--- config.mk ---
export PLATFORM = sky130hd
export DESIGN_NAME = axi_wr_mux
export DESIGN_NICKNAME = d
export VERILOG_FILES = /design/src/rtl/axi_wr_mux_pkg.sv /design/src/rtl/axi_wr_mux_port.sv /design/src/rtl/axi_wr_mux.sv
export SDC_FILE = /design/constraint.sdc
export NUM_CORES = 1
export LEC_CHECK = 0
export CAP_MARGIN = 0
export CORE_AREA = 2 2 149 151
export DETAILED_ROUTE_END_ITERATION = 7
export DIE_AREA = 0 0 151 153
export PLACE_DENSITY = 0.52
export RECOVER_POWER = 25
export SLEW_MARGIN = 20
export SYNTH_ARGS = -nofsm -noshare
export SYNTH_HDL_FRONTEND = slang
export SYNTH_SLANG_ARGS = --single-unit
--- constraint.sdc ---
create_clock -name clk -period 3.7 [get_ports clk]
set_clock_uncertainty 0.15 [all_clocks]
set_input_delay 0.555 -clock clk [delete_from_list [all_inputs] [get_ports clk]]
set_output_delay 0.555 -clock clk [all_outputs]
set_load 0.1 [all_outputs]
--- src/rtl/axi_wr_mux_pkg.sv ---
// Shared types for the AXI write multiplexer: FSM state encoding and B-channel width.
package axi_wr_mux_pkg;

  localparam int RESP_W = 2;

  typedef enum logic [1:0] {
    ST_IDLE = 2'd0,
    ST_ADDR = 2'd1,
    ST_DATA = 2'd2,
    ST_RESP = 2'd3
  } wr_state_e;

endpackage

--- src/rtl/axi_wr_mux_port.sv ---
// Per-port upstream gating: only the selected port sees ready/bvalid/bresp/acknowledge.
module axi_wr_mux_port
  import axi_wr_mux_pkg::*;
(
  input  logic              hit,
  input  wr_state_e         state,
  input  logic              m_awready,
  input  logic              m_wready,
  input  logic              m_bvalid,
  input  logic [RESP_W-1:0] m_bresp,
  input  logic              s_bready,
  output logic              s_awready,
  output logic              s_wready,
  output logic              s_bvalid,
  output logic [RESP_W-1:0] s_bresp,
  output logic              ack
);

  logic in_resp;

  assign in_resp   = hit && (state == ST_RESP);
  assign s_awready = hit && (state == ST_ADDR) && m_awready;
  assign s_wready  = hit && (state == ST_DATA) && m_wready;
  assign s_bvalid  = in_resp && m_bvalid;
  assign s_bresp   = in_resp ? m_bresp : '0;
  // Completion pulse: B handshake of the selected port.
  assign ack       = in_resp && m_bvalid && s_bready;

endmodule

--- src/rtl/axi_wr_mux.sv ---
// N:1 AXI write multiplexer driven by an external registered arbiter; one transaction in flight.
module axi_wr_mux
  import axi_wr_mux_pkg::*;
#(
  parameter int PORTS      = 4,
  parameter int ADDR_WIDTH = 32,
  parameter int DATA_WIDTH = 32,
  localparam int SEL_W     = (PORTS > 1) ? $clog2(PORTS) : 1
) (
  input  logic                         clk,
  input  logic                         resetn,

  input  logic [PORTS*ADDR_WIDTH-1:0]  s_awaddr,
  input  logic [PORTS-1:0]             s_awvalid,
  output logic [PORTS-1:0]             s_awready,
  input  logic [PORTS*DATA_WIDTH-1:0]  s_wdata,
  input  logic [PORTS-1:0]             s_wlast,
  input  logic [PORTS-1:0]             s_wvalid,
  output logic [PORTS-1:0]             s_wready,
  output logic [PORTS*RESP_W-1:0]      s_bresp,
  output logic [PORTS-1:0]             s_bvalid,
  input  logic [PORTS-1:0]             s_bready,

  output logic [ADDR_WIDTH-1:0]        m_awaddr,
  output logic                         m_awvalid,
  input  logic                         m_awready,
  output logic [DATA_WIDTH-1:0]        m_wdata,
  output logic                         m_wlast,
  output logic                         m_wvalid,
  input  logic                         m_wready,
  input  logic [RESP_W-1:0]            m_bresp,
  input  logic                         m_bvalid,
  output logic                         m_bready,

  output logic [PORTS-1:0]             arb_request,
  output logic [PORTS-1:0]             arb_acknowledge,
  input  logic [PORTS-1:0]             arb_grant,
  input  logic                         arb_grant_valid,
  input  logic [SEL_W-1:0]             arb_grant_encoded
);

  wr_state_e        state, state_nxt;
  logic [SEL_W-1:0] sel, sel_nxt;

  // The encoded grant carries the same information as the one-hot vector.
  logic unused_grant;
  assign unused_grant = ^arb_grant;

  // Reset forces every output low at once, request included.
  assign arb_request = s_awvalid & {PORTS{resetn}};

  always_ff @(posedge clk or negedge resetn) begin
    if (!resetn) begin
      state <= ST_IDLE;
      sel   <= '0;
    end else begin
      state <= state_nxt;
      sel   <= sel_nxt;
    end
  end

  always_comb begin
    state_nxt = state;
    sel_nxt   = sel;
    m_awaddr  = '0;
    m_awvalid = 1'b0;
    m_wdata   = '0;
    m_wlast   = 1'b0;
    m_wvalid  = 1'b0;
    m_bready  = 1'b0;
    case (state)
      ST_IDLE: begin
        if (arb_grant_valid) begin
          sel_nxt   = arb_grant_encoded;
          state_nxt = ST_ADDR;
        end
      end
      ST_ADDR: begin
        m_awaddr  = s_awaddr[sel*ADDR_WIDTH +: ADDR_WIDTH];
        m_awvalid = s_awvalid[sel];
        if (m_awvalid && m_awready) state_nxt = ST_DATA;
      end
      ST_DATA: begin
        m_wdata  = s_wdata[sel*DATA_WIDTH +: DATA_WIDTH];
        m_wlast  = s_wlast[sel];
        m_wvalid = s_wvalid[sel];
        if (m_wvalid && m_wready && m_wlast) state_nxt = ST_RESP;
      end
      ST_RESP: begin
        m_bready = s_bready[sel];
        if (m_bvalid && m_bready) state_nxt = ST_IDLE;
      end
      default: state_nxt = ST_IDLE;
    endcase
  end

  for (genvar i = 0; i < PORTS; i++) begin : g_port
    axi_wr_mux_port u_port (
      .hit       (sel == SEL_W'(i)),
      .state     (state),
      .m_awready (m_awready),
      .m_wready  (m_wready),
      .m_bvalid  (m_bvalid),
      .m_bresp   (m_bresp),
      .s_bready  (s_bready[i]),
      .s_awready (s_awready[i]),
      .s_wready  (s_wready[i]),
      .s_bvalid  (s_bvalid[i]),
      .s_bresp   (s_bresp[i*RESP_W +: RESP_W]),
      .ack       (arb_acknowledge[i])
    );
  end

endmodule

# --- Yosys cells after proc, flatten, opt, wreduce, memory -nomap -nowiden ---
# Cells that the tools add are included.
word_totals:
  reg_bits: 4
  input_bits: 286
  out_inout_bits: 96
classes:
  magnitude_cmp: 1
  eq_ne: 10
  n_shift: 2
  n_mux: 23
  n_bitwise: 1
  reduce_logical: 36
op_table:
  columns: ["op", "n"]
  rows:
  - ["128-bit by 8-bit indexed part select with 32-bit output", 2]
  - ["32-bit 2-to-1 mux", 2]
  - ["1-bit logical AND", 32]
  - ["2-bit 2-to-1 mux", 8]
  - ["1-bit binary-select mux with 2-bit select", 4]
  - ["2-bit equality test (second input constant)", 4]
  - ["1-bit 2-to-1 mux", 8]
  - ["2-bit inequality test (second input constant)", 4]
  - ["2-bit case mux with 4 select lines", 1]
  - ["4-bit AND", 1]
  - ["2-bit by 1-bit equality test with 1-bit output (second input constant)", 2]
  - ["2-bit zero test", 2]
  - ["4-bit AND reduction", 1]
  - ["2-bit by 3-bit < comparator with 1-bit output (second input constant)", 1]
  - ["2-bit AND reduction", 1]

# --- Depth between registers and ports, before layout ---
depth:
  ltp_word: 6
  depth_mapped: 7
  mapped_depth_nobuf: 5

# --- Cells and area by module ---
# From an unflattened synthesis, not the netlist that was laid out.
hier_totals:
  cells_unflattened: 213
  hier_area_um2: 2610.0
by_module_without_submodules:
  columns: ["mod", "instances", "cells_per_inst", "area_each_um2"]
  rows:
  - ["axi_wr_mux", 1, 189, 2389.8]
  - ["axi_wr_mux_port", 4, 6, 55.1]

# --- Least setup slack after synthesis ---
# OpenSTA, ideal clock, no wires.
synth_path:
  kind: "register to output"
  from: "register sel[0]"
  to: "output s_bresp[0]"
  arrival_ns: 2.894
  path_slack_ns: 0.101
  path_stages_with_launch: 5
  n_path_buf: 3
  path_cell_list: "dfrtp_1 > buf_6 > buf_4 > buf_2 > nor3_1"
synth_via:
  elab_chain_cells: 3
synth_lines:
  columns: ["element", "line_no", "text"]
  rows:
  - ["start, declared", "axi_wr_mux.sv:43", "logic [SEL_W-1:0] sel, sel_nxt;"]
  - ["start signal, assigned", "axi_wr_mux.sv:58", "sel <= sel_nxt;"]
  - ["2-bit zero test", "axi_wr_mux.sv:99", ".hit (sel == SEL_W'(i)),"]
  - ["1-bit logical AND", "axi_wr_mux_port.sv:21", "assign in_resp = hit && (state == ST_RESP);"]
  - ["2-bit 2-to-1 mux", "axi_wr_mux_port.sv:25", "assign s_bresp = in_resp ? m_bresp : '0;"]
  - ["end, declared", "axi_wr_mux.sv:20", "output logic [PORTS*RESP_W-1:0] s_bresp,"]
# Every way passes these cells.

# --- Worst setup path after layout ---
layout_path:
  from: "register sel[1]"
  to: "output s_bresp[5]"
layout_via:
  elab_chain_cells: 3
layout_lines:
  columns: ["element", "line_no"]
  rows:
  - ["2-bit equality test", "axi_wr_mux.sv:99"]
  - ["1-bit logical AND", "axi_wr_mux_port.sv:21"]
  - ["2-bit 2-to-1 mux", "axi_wr_mux_port.sv:25"]
# Every way passes these cells.

==> flow_summary.ini <==
[power_and_ir_drop]
pwr-share-comb_pct = 90.7
p_int_mw = 1.860
p_switching_mw = 3.469
ir_worst_vdd_mv = 0.4335
p_clk_share_pct = 3.2
p_total_mw = 5.329
p_leak_nw = 2.444
switching_share_pct = 65.10
power_density_nw_per_um2 = 827.2
p_seq_share_pct = 6.1

[synth]
yosysTopAreaCellShare_pct = 57.71
muxShareOfSynthArea_pct = 59.12
synth_area_sq_um = 2654
synth_compound_area_share_pct = 2.216
yosys.area_share.simple_pct = 23.39
synthAdderAreaFrac_pct = 2.357
synth_top_family_by_area = multiplexers
yosysTopAreaCell = mux4_2
synth.distinct_cells = 20
synth_xor_area_share_pct = 0
yosysSeqAreaShare_pct = 3.772
syn_inst = 234
ys_warn_count = 0
syn_avg_cell_area_sq_um = 11.34
synthTopCellsByArea = mux4_2 (58%), and2_1 (18%), buf_4 (5.4%), dfrtp_1 (3.8%), ha_1 (2.4%)
synth_nets = 525
ys_ff_latch = 4

[sta]
worstMarginPinSlew_ns = 1.180
hold_viol_final = 0
finalCritPeriodShare_pct = 87.32
relSlewSlack_pct = 21.67
fin_tns_setup_ns = 0
max_freq_mhz = 309.5
setup_ws_ns = 0.4692
setup_viol = 0
fin_crit_ns = 3.231
rsz0062_at_grt = false
slew_violations = 0

[global_route]
grt_max_degree = 63
grt_pass1_vias = 3811
antenna_found_initial = 3
grt_overflow = 0
grt_usage_pct = 12.86
grt_pass1_wl_um = 22790

[place]
place.gp.congestion = 0.9107
place_hpwl_um = 13900
port_buffers = 377
dp_slack_ns = 0.8031

[detailed_routing]
ant_nets = 0
num_vias = 3508
drc = 0
wirelength_um = 15970
avgRoutedWirePerCell_um = 18.48
vias_per_cell = 4.060
drtIter0Drc = 92
drt_first_pass_iters = 4

[floorplan]
fp.dieH_um = 153
rows = 54
initial_utilization_pct = 12.35
die_area_sq_um = 23100
die_w_um = 151
ios = 382
coreArea_sq_um = 21490

[critical_path]
r2r_end = state[1]
path_class = flip-flop to output pin
reg2reg_slack_ns = 0.81
slowest_stage = dfrtp_4
end_kind = output pin
path_cells = nand2b_1 -> nor2_1 -> clkbuf_1
crit_end = s_bresp[5]
critPathLaunch = sel[1]
worstRegToRegCells = 4
cpPeakStageDelay_ns = 0.97
arrival_ns = 2.53
cp.required_ns = 2.99
cp_max_fo = 62
rr_startpoint = sel[1]
startpoint_type = flip-flop

[cts]
clk_path_buf_depth = 2
cts_resized = 0
cts_buffers = 3
postCtsSetupBuffers = 0
cts_htree_levels = 1
clockRootBuffer = clkbuf_16
cts_tree = built
clk_pin_slew_worst_paths_ns = 0.03
cts_sinks = 4
ctsHoldBuffers = 0
clk_latency_ns = 0.22

[finish]
final_nets = 874
multi_input_area_sq_um = 2287
nFillCells = 2239
area_growth_pct = 142.8
drive_gt1_share_pct = 28.18
regArea_sq_um = 107.6
utilization_pct = 29.98

[status]
status = finished clean

[flow_run]
maxCapViolCount = 0

[hold_path]
holdCritPathClass = flip-flop to flip-flop
==> layer usage <==
metal / vias to the layer above / track usage, % / part of all wire [%]
li1: 1587 / - / -
met1: 1689 / 14.43 / 36
met2: 216 / 23.98 / 52
met3: 14 / 3.940 / 12
met4: 2 / 2.092 / 1.2
met5: - / 0 / 0.081
==> logic make-up after synthesis <==
kind of cell    after synthesis
buf+inv                      41
mux                          71
simple gates                109
fa+ha+maj                     5
compound gates                4
flops                         4
==> sequential cells by signal (all words and copies together) (netlist names) <==
register,count
sel,2
state,2
==> Yosys cell counts <==
master      n
mux2_4      1
a21boi_2    2
clkbuf_1   11
nand2_1     7
nor2b_1     1
a2bb2oi_1   1
dfrtp_1     4
buf_2       8
mux4_2     68
buf_6       1
inv_1       2
nand3_2     1
nand2b_1    2
nor3_1      6
a2111oi_4   1
mux2_2      2
and2_1     76
ha_1        5
buf_4      19
nor2_1     16
==> power by group through the flow <==
stage,logic (mW),registers (mW),clock network (mW)
finish,4.83,0.322,0.172
global route,5.05,0.359,0.181
CTS,4.94,0.334,0.175
detailed placement,4.93,0.336,0
global placement,4.91,0.328,0
floorplan,4.03,0.0871,0
==> through the flow <==
stage               area [sq um]  hold WS [ns]  instances
floorplan                   2654        0.1094        234
global placement            6442        0.4045        858
detailed placement          6442        0.4348        858
CTS                         6521        0.4474        862
global route                6440        0.4754        863
finish                      6442        0.4463        864
==> how the worst min path moves through the flow <==
stage / slack (ns) / cells after the start / from / endpoint
after global routing: 0.48 / 1 / state[1] / state[1]
after floorplan: 0.11 / 0 / resetn / sel[0]
final: 0.45 / 1 / state[1] / state[1]
after CTS: 0.45 / 1 / state[1] / state[1]
after global placement: 0.40 / 1 / state[1] / state[1]
after detailed placement: 0.43 / 1 / state[1] / state[1]
==> cells in the final DEF (no fill, tap or decap), drive strengths merged <==
cell type,count
buf,86
nor2b,1
a2bb2oi,1
nor3,6
mux4,68
dlygate4sd3,2
clkbuf,20
mux2,3
inv,2
ha,5
dfrtp,4
nor2,16
a2111oi,1
nand2b,2
clkdlybuf4s50,279
nand2,7
a21boi,2
diode,2
nand3,1
and2,76
==> final cells by class <==
cell class	instances	share of cell area [%]
Multi-Input combinational cell	189	35.50
Sequential cell	4	1.670
Timing Repair Buffer	383	55.97
Inverter	2	0.1165
Clock buffer	4	1.224
Tap cell	280	5.438
Antenna cell	2	0.07768
==> worst max-delay path: cells and delay by family, from the launching register on <==
| kind | cells | cell delay (ns) |
|---|---|---|
| simple gates | 2 | 0.44 |
| buf+inv | 1 | 0.87 |
| flops | 1 | 0.97 |
Power figures use the tool's default switching activity.
